--- src/rtl/uart_pkg.sv ---
// Shared types and constants for the UART transmit path.
package uart_pkg;

  localparam int   UART_DATA_BITS  = 8;
  localparam logic UART_IDLE_LEVEL = 1'b1;

  typedef enum logic [2:0] {
    IDLE,
    FETCH,
    LOAD,
    START,
    DATA,
    PARITY,
    STOP
  } tx_state_t;

endpackage

--- src/rtl/uart_baud_cnt.sv ---
// Per-bit cycle counter: counts 0..CLKS_PER_BIT-1 and pulses bit_tick_o on the last cycle.
module uart_baud_cnt #(
  parameter int CLKS_PER_BIT = 868,
  parameter int CW           = (CLKS_PER_BIT > 1) ? $clog2(CLKS_PER_BIT) : 1
) (
  input  logic          clk,
  input  logic          rst,
  input  logic          clear_i,
  output logic [CW-1:0] cnt_o,
  output logic          bit_tick_o
);

  localparam logic [CW-1:0] CNT_LAST = CW'(CLKS_PER_BIT - 1);

  logic [CW-1:0] cnt_q;
  logic [CW-1:0] cnt_d;

  assign bit_tick_o = (cnt_q == CNT_LAST);
  assign cnt_o      = cnt_q;

  // A clear lands on the first cycle of a new state, so every bit starts at 0.
  always_comb begin
    cnt_d = cnt_q + CW'(1);
    if (clear_i || bit_tick_o) begin
      cnt_d = '0;
    end
  end

  always_ff @(posedge clk or posedge rst) begin
    if (rst) begin
      cnt_q <= '0;
    end else begin
      cnt_q <= cnt_d;
    end
  end

endmodule

--- src/rtl/uart_tx_fifo_drain.sv ---
// Pops bytes from an 8-bit FIFO and serialises each as a UART frame on tx.
// Optional parity bit is enabled by defining UART_TX_PARITY_EN.
module uart_tx_fifo_drain
  import uart_pkg::*;
#(
  parameter int CLKS_PER_BIT = 868,
  parameter int STOP_BITS    = 1
`ifdef UART_TX_PARITY_EN
  ,
  parameter bit PARITY_ODD   = 1'b0
`endif
) (
  input  logic       clk,
  input  logic       rst,
  input  logic       tx_en,
  input  logic       fifo_empty,
  input  logic [7:0] fifo_data,
  output logic       fifo_rd_en,
  output logic       tx,
  output logic       busy,
  output logic       frame_done,
  output tx_state_t  dbg_state
);

  localparam int              CW           = (CLKS_PER_BIT > 1) ? $clog2(CLKS_PER_BIT) : 1;
  localparam logic [CW-1:0]   CNT_PRE_LAST = CW'(CLKS_PER_BIT - 2);
  localparam logic [2:0]      DATA_LAST    = 3'(UART_DATA_BITS - 1);
  localparam logic [2:0]      STOP_LAST    = 3'(STOP_BITS - 1);

  tx_state_t     state_q, state_d;
  logic [7:0]    shift_q, shift_d;
  logic [2:0]    bit_cnt_q, bit_cnt_d;
  logic          tx_q, tx_d;
  logic          busy_q, busy_d;
  logic          rd_en_q, rd_en_d;
  logic          done_q, done_d;
  logic [CW-1:0] baud_cnt;
  logic          bit_tick;
  logic          baud_clear;
`ifdef UART_TX_PARITY_EN
  logic          par_q, par_d;
`endif

  assign baud_clear = (state_d != state_q);

  uart_baud_cnt #(
    .CLKS_PER_BIT (CLKS_PER_BIT),
    .CW           (CW)
  ) u_baud (
    .clk        (clk),
    .rst        (rst),
    .clear_i    (baud_clear),
    .cnt_o      (baud_cnt),
    .bit_tick_o (bit_tick)
  );

  always_comb begin
    state_d   = state_q;
    shift_d   = shift_q;
    bit_cnt_d = bit_cnt_q;
`ifdef UART_TX_PARITY_EN
    par_d     = par_q;
`endif
    case (state_q)
      IDLE: begin
        if (tx_en && !fifo_empty) begin
          state_d = FETCH;
        end
      end
      FETCH: state_d = LOAD;
      LOAD: begin
        shift_d = fifo_data;
`ifdef UART_TX_PARITY_EN
        par_d   = (^fifo_data) ^ PARITY_ODD;
`endif
        state_d = START;
      end
      START: begin
        if (bit_tick) begin
          state_d   = DATA;
          bit_cnt_d = '0;
        end
      end
      DATA: begin
        if (bit_tick) begin
          if (bit_cnt_q == DATA_LAST) begin
            bit_cnt_d = '0;
`ifdef UART_TX_PARITY_EN
            state_d   = PARITY;
`else
            state_d   = STOP;
`endif
          end else begin
            bit_cnt_d = bit_cnt_q + 3'd1;
            shift_d   = shift_q >> 1;
          end
        end
      end
`ifdef UART_TX_PARITY_EN
      PARITY: begin
        if (bit_tick) begin
          state_d   = STOP;
          bit_cnt_d = '0;
        end
      end
`endif
      STOP: begin
        if (bit_tick) begin
          if (bit_cnt_q == STOP_LAST) begin
            state_d = IDLE;
          end else begin
            bit_cnt_d = bit_cnt_q + 3'd1;
          end
        end
      end
      default: state_d = IDLE;
    endcase
  end

  // Outputs are decoded from next-state values so the registered pins line up with state_q.
  always_comb begin
    tx_d    = UART_IDLE_LEVEL;
    rd_en_d = (state_d == FETCH);
    busy_d  = (state_d != IDLE);
    done_d  = (state_q == STOP) && (bit_cnt_q == STOP_LAST) && (baud_cnt == CNT_PRE_LAST);
    case (state_d)
      START:  tx_d = ~UART_IDLE_LEVEL;
      DATA:   tx_d = shift_d[0];
`ifdef UART_TX_PARITY_EN
      PARITY: tx_d = par_d;
`endif
      default: tx_d = UART_IDLE_LEVEL;
    endcase
  end

  always_ff @(posedge clk or posedge rst) begin
    if (rst) begin
      state_q   <= IDLE;
      shift_q   <= '0;
      bit_cnt_q <= '0;
      tx_q      <= UART_IDLE_LEVEL;
      busy_q    <= 1'b0;
      rd_en_q   <= 1'b0;
      done_q    <= 1'b0;
`ifdef UART_TX_PARITY_EN
      par_q     <= 1'b0;
`endif
    end else begin
      state_q   <= state_d;
      shift_q   <= shift_d;
      bit_cnt_q <= bit_cnt_d;
      tx_q      <= tx_d;
      busy_q    <= busy_d;
      rd_en_q   <= rd_en_d;
      done_q    <= done_d;
`ifdef UART_TX_PARITY_EN
      par_q     <= par_d;
`endif
    end
  end

  assign fifo_rd_en = rd_en_q;
  assign tx         = tx_q;
  assign busy       = busy_q;
  assign frame_done = done_q;
  assign dbg_state  = state_q;

endmodule
--- config.mk ---
export PLATFORM = sky130hd
export DESIGN_NAME = uart_tx_fifo_drain
export DESIGN_NICKNAME = d
export VERILOG_FILES = /design/src/rtl/uart_pkg.sv /design/src/rtl/uart_baud_cnt.sv /design/src/rtl/uart_tx_fifo_drain.sv
export SDC_FILE = /design/constraint.sdc
export NUM_CORES = 1
export LEC_CHECK = 0
export ABC_AREA = 1
export BUFFER_PORTS_ARGS = -buffer_cell sky130_fd_sc_hd__buf_2
export CAP_MARGIN = 20
export CORE_AREA = 2 2 55 57
export CTS_CLUSTER_SIZE = 24
export DETAILED_ROUTE_END_ITERATION = 8
export DIE_AREA = 0 0 57 59
export PLACE_DENSITY = 0.74
export RECOVER_POWER = 50
export SYNTH_ARGS = -nofsm -noshare
export SYNTH_HDL_FRONTEND = slang
export SYNTH_SLANG_ARGS = --single-unit
--- constraint.sdc ---
create_clock -name clk -period 2.47 [get_ports clk]
set_input_delay 0.1235 -clock clk [delete_from_list [all_inputs] [get_ports clk]]
set_output_delay 0.1235 -clock clk [all_outputs]
set_load 0.01 [all_outputs]
**After elaboration in Yosys (flattened, before gate mapping)**

Cells that the tools add are included.

- Flip-flop bits (word level): 28

- $add $sub $neg: 2
- Equality and inequality tests: 17
- Muxes and demuxes: 18
- Reductions and logical operators: 12

Operator list:

| operator | number |
|---|---|
| $mux W3 | 11 |
| $eq A10 B10 Y1 const B | 2 |
| $pmux W3 S6 | 1 |
| $mux W8 | 2 |
| $pmux W8 S2 | 1 |
| $eq A3 B3 Y1 const B | 4 |
| $add A10 B1 Y10 const B | 1 |
| $mux W10 | 1 |
| $eq A3 B2 Y1 const B | 3 |
| $pmux W3 S3 | 1 |
| $eq A3 B1 Y1 const B | 2 |
| $logic_not A3 Y1 | 2 |
| $ne A2 B1 Y1 const B | 3 |
| $reduce_bool A3 Y1 | 2 |
| $reduce_and A5 Y1 | 1 |
| $ne A2 B2 Y1 const B | 2 |
| $add A3 B1 Y3 const B | 1 |
| $logic_and A1 B1 Y1 | 3 |
| $ne A3 B3 Y1 | 1 |
| $reduce_and A3 Y1 | 1 |
| $pmux W1 S2 | 1 |
| $reduce_bool A2 Y1 | 1 |
| $logic_not A1 Y1 | 1 |
| $logic_or A1 B1 Y1 | 1 |

**Depth between registers and ports, before layout**

- Depth in word-level cells: 7
- Mapped depth: 10
- Depth with buffers taken out: 10

**Cells and area by module**

Synthesis repeated with hierarchy kept, for this count alone.

- Cells, all modules: 196
- Area, all modules: 1599.0 sq um

By module, submodules not included:

| module | instances | cells each | area each (sq um) | sequential area each (sq um) |
|---|---|---|---|---|
| uart_tx_fifo_drain | 1 | 123 | 1011.0 | 451.7 |
| uart_baud_cnt | 1 | 73 | 588.1 | 250.2 |

**Worst setup path before layout**

OpenSTA, ideal clock, no wires.

- Path kind: register -> register
- From: register u_baud.cnt_q[0], in the netlist u_baud.cnt_o[0]
- To: register u_baud.cnt_q[7], in the netlist u_baud.cnt_o[7]
- Setup time: 121 ps
- Arrival time: 1333 ps
- Path slack: 1016 ps
- Stages on the path, launching flop included: 9
- Buffers on the path: 0
- Clock period less this slack: 1454 ps
- Path through: dfrtp_1 -> ha_1 -> nand3_4 -> nor2_8 -> nand2_2 -> nand2_2 -> nand3_2 -> nand3_4 -> nor2_2

- Longest elaborated chain between the ends: 6

Ends and longest elaborated chain:

| item | line | RTL |
|---|---|---|
| start, declared | uart_baud_cnt.sv:15 | `logic [CW-1:0] cnt_q;` |
| start signal, assigned | uart_baud_cnt.sv:33 | `cnt_q <= cnt_d;` |
| $eq A10 B10 Y1 | uart_baud_cnt.sv:18 | `assign bit_tick_o = (cnt_q == CNT_LAST);` |
| $mux W3 (on tied branches) | uart_tx_fifo_drain.sv:108, uart_tx_fifo_drain.sv:79, uart_tx_fifo_drain.sv:85 |  |
| $pmux W3 S6 | uart_tx_fifo_drain.sv:64 | `case (state_q)` |
| $ne A3 B3 Y1 | uart_tx_fifo_drain.sv:44 | `assign baud_clear = (state_d != state_q);` |
| $logic_or A1 B1 Y1 | uart_baud_cnt.sv:24 | `if (clear_i \|\| bit_tick_o) begin` |
| $mux W10 * | uart_baud_cnt.sv:24 |  |
| named net u_baud.cnt_d[7] | uart_baud_cnt.sv:16 | `logic [CW-1:0] cnt_d;` |

The timed path passes the listed nets; every way through them passes the cells marked *.
A chain may end at the register's enable or synchronous reset.

==> metrics.md <==
| Metric | Value |
|---|---|
| Outcome | `complete, no violations` |
| Maximum ir drop on the vdd rail | `0.0004233 V` |
| Pin count of the biggest net entering global routing | `29` |
| Initial antenna violation count | `0` |
| Most common library cell in the layout ignoring fill and taps | `nand2_1` |
| Final Total Pwr | `686.8 uW` |
| Reg-to-reg setup timing slack | `0.83 ns` |
| Number of top-level pins | `19` |
| Arrival time at the worst endpoint | `1.86 ns` |
| Global router's overall resource usage | `18.31%` |
| Average wire per standard cell | `11.76 um` |
| Overflow left after global routing | `0` |
| Final period demand of the worst path | `1.644 ns` |
| CTS-repair resized insts | `0` |
| Startpoint types | `primary input` |
| Die extent in x | `57 um` |
| Number of synthesis warnings | `0` |
| Leakage power figure | `0.8706 nW` |
| Total routed wirelength | `2.669 mm` |
| Dominant register cell in the synthesized netlist | `dfrtp_1` |
| Initial DRC count | `36` |
| Clock skew after layout | `0.003621 ns` |
| Area enclosed by the die boundary | `0.003363 mm2` |
| FFs w/ async S/R, synth | `100.0%` |
| Source-to-sink clock delay at the later pin of the worst-skew pair | `0.32 ns` |
| Worst path cell trace | `dlygate4sd3_1 > buf_2 > inv_1 > clkbuf_1` |
| Post-Route Utilization | `63.20%` |
| Critical path origin | `rst` |
| Number of failing setup endpoints in the final timing report | `0` |
| Type of the setup path with the least slack | `primary input to asynchronous set/reset pin` |
| Per-instance average area after synthesis | `8.985 um2` |
| Post-Syn Instances | `171` |
| Number of buffers added on ports | `18` |
| Final-report max-slew violation count | `0` |
| Count of cells along the worst register-to-register path | `6` |
| Placed Cells | `221` |
| Clock slew at reported path FFs | `0.14 ns` |
| Post-synth net total | `188` |
| Crit path capture type | `asynchronous set/reset pin` |
| Non-filler cells in the finished layout | `227` |
| Upper clock frequency limit | `608.2 MHz` |
| Crit Path Max Fanout | `28` |
| Effective utilization at floorplan | `56.69%` |
| Core area | `0.002710 mm2` |
| Sink Count | `28` |
| DRC violations left | `0` |
| Buffers plus inverters on the worst setup path | `4` |
| Final net count | `214` |
| Destination of the worst register-to-register timing path | `shift_q[1]` |
| Number of maximum-capacitance violations | `0` |
| Sequential fraction of the synthesis area | `45.68%` |
| Slew of the pin with the lowest slew margin | `1.442 ns` |
| Kind of cell adding the most delay to the critical path | `buffers and inverters` |
| Drt pass-1 iters | `4` |
| Syn Std Cell Area | `0.001536 mm2` |
| HPWL Detailed | `2.066 mm` |
| Final GP Congestion | `0.7937` |
| P per Cell Area | `400.9 mW/mm2` |
| Crit path max-delay cell type | `clkbuf_1` |
| Number of antenna repair diodes | `0` |
| Setup repair after global routing missed its margin | `false` |
| Number of global-route vias before repair | `1157` |
| Via count | `1155` |
| Post-layout instance area | `0.001713 mm2` |
| Crit path required time | `2.68 ns` |
| Highest-count cells in the layout ignoring fill and taps | `nand2_1, dfrtp_1, inv_1` |
| Final hold slack | `0.005891 ns` |
| CP max stage delay | `1.04 ns` |
| Worst max-slew margin expressed relative to the limit | `3.895%` |
| Ratio of routed vias to standard cells | `5.088` |
| R2r startpoint | `u_baud.cnt_o[0]` |
| Layout filler cell count | `233` |
| Setup slack at placement | `0.8509 ns` |
| H-tree Lvls | `1` |
| Logic depth of the worst setup path including buffers | `4` |
| Fraction of layout cells with a size suffix above 1 | `27.55%` |
| Summed negative setup slack over all endpoints | `0 ns` |
| Instance area after placement | `0.001673 mm2` |
| Clock buffer count from CTS | `3` |
| Number of rows created at floorplan | `19` |
| Distinct cell type count after synthesis | `33` |
| Wire length of the first global-routing pass | `4.864 mm` |
| CTS tree | `yes` |
| Critical Path End | `bit_cnt_q[1]` |
| Number of hold-slack violations in the final timing report | `0` |
| Final cycle utilization of the critical path | `66.57%` |
| Class of the worst hold path | `primary input to flip-flop` |
| Root cell of the clock tree | `clkbuf_4` |
| Die Y-Extent | `59 um` |
| Total of flip-flops plus latches after synthesis | `28` |
| Max Buffers Root-to-Sink | `2` |
| Fin worst setup slack | `0.8257 ns` |
| Number of antenna-violating nets in the routed design | `0` |
| Post-synth EDFFs | `0` |
| Layout overhead on the synthesized area | `11.48%` |
## logic make-up (layout without fill, tap and decap cells)
logic type	count (synthesis)	count (layout)	synth area share [%]
AO/OA/AOI/OAI	20	20	9.284
flip-flops	28	28	45.68
AND/OR/NAND/NOR	82	82	30.21
buffers and inverters	30	55	7.328
adder cells (fa/ha/maj)	5	5	4.072
XOR/XNOR	6	6	3.420
## cells in the mapped netlist (2+ instances only)
cell type | instances | share of area, %
nand2_1 | 31 | 7.6
dfrtp_1 | 27 | 44
inv_1 | 23 | 5.6
nor2_2 | 12 | 4.9
nand3_1 | 11 | 3.6
nor2_1 | 9 | 2.2
inv_2 | 6 | 1.5
o21ai_0 | 6 | 2.0
ha_1 | 5 | 4.1
nand2_2 | 4 | 1.6
o221ai_1 | 4 | 2.3
xor2_1 | 4 | 2.3
nand3_2 | 3 | 2.0
a21oi_1 | 2 | 0.65
nand3_4 | 2 | 2.3
nand4_1 | 2 | 0.81
nor2_4 | 2 | 1.5
o21ai_1 | 2 | 0.65
xnor2_1 | 2 | 1.1
## power breakdown
part | switching (mW) | internal, mW
sequential | 0.00235 | 0.465
clock | 0.125 | 0.0632
combinational | 0.0180 | 0.0133
## layout make-up
type                    count  area [um2]  share of cell area, %
well taps                  31       38.79                  2.264
clock buffers               4       26.28                  1.534
repair buffers             21       111.4                  6.501
flip-flops and latches     28       701.9                  40.98
multi-input cells         113       721.9                  42.15
inverters                  30       112.6                  6.574
## worst register-to-register path, cell delays in order (launching register included)
cell,delay (ns)
dfrtp_1,0.42
ha_1,0.27
nand3_4,0.15
nor2_8,0.16
nand2_1,0.18
nand2_1,0.20
o221ai_1,0.14
## state kept, by name, indices dropped and copies added (netlist names)
register and cells:
fifo_rd_en 1, u_baud.cnt_o 10, bit_cnt_q 3, shift_q 8, frame_done 1, busy 1
tx 1, dbg_state 3
## layer usage
layer	share of wire, %	vias to the layer above	global-route usage (%)	routed length (um)
li1	-	599	-	-
met3	3.5	4	2.620	93
met2	48	28	31.36	1276
met5	0	-	0	0
met4	0.90	0	4.983	24
met1	48	524	24.57	1274
## worst min path at each step
| stage | start | end | slack (ns) | cells past startpoint |
|---|---|---|---|---|
| 2_1_floorplan | rst | bit_cnt_q[0] | 0.19 | 1 |
| 3_3_place_gp | rst | u_baud.cnt_o[3] | 0.19 | 3 |
| 3_5_place_dp | rst | u_baud.cnt_o[3] | 0.20 | 3 |
| 4_1_cts | fifo_data[3] | shift_q[3] | 0.002 | 3 |
| 5_1_grt | fifo_data[2] | shift_q[2] | 0.006 | 3 |
| 6_report | fifo_data[3] | shift_q[3] | 0.006 | 3 |
## repair_timing
item / CTS / global route
hold endpoints to repair: 28 / 0
hold buffers: 2 / 0
setup endpoints to repair: 0 / 0
setup buffers: 0 / 0
(Power assumes the default switching activity.)
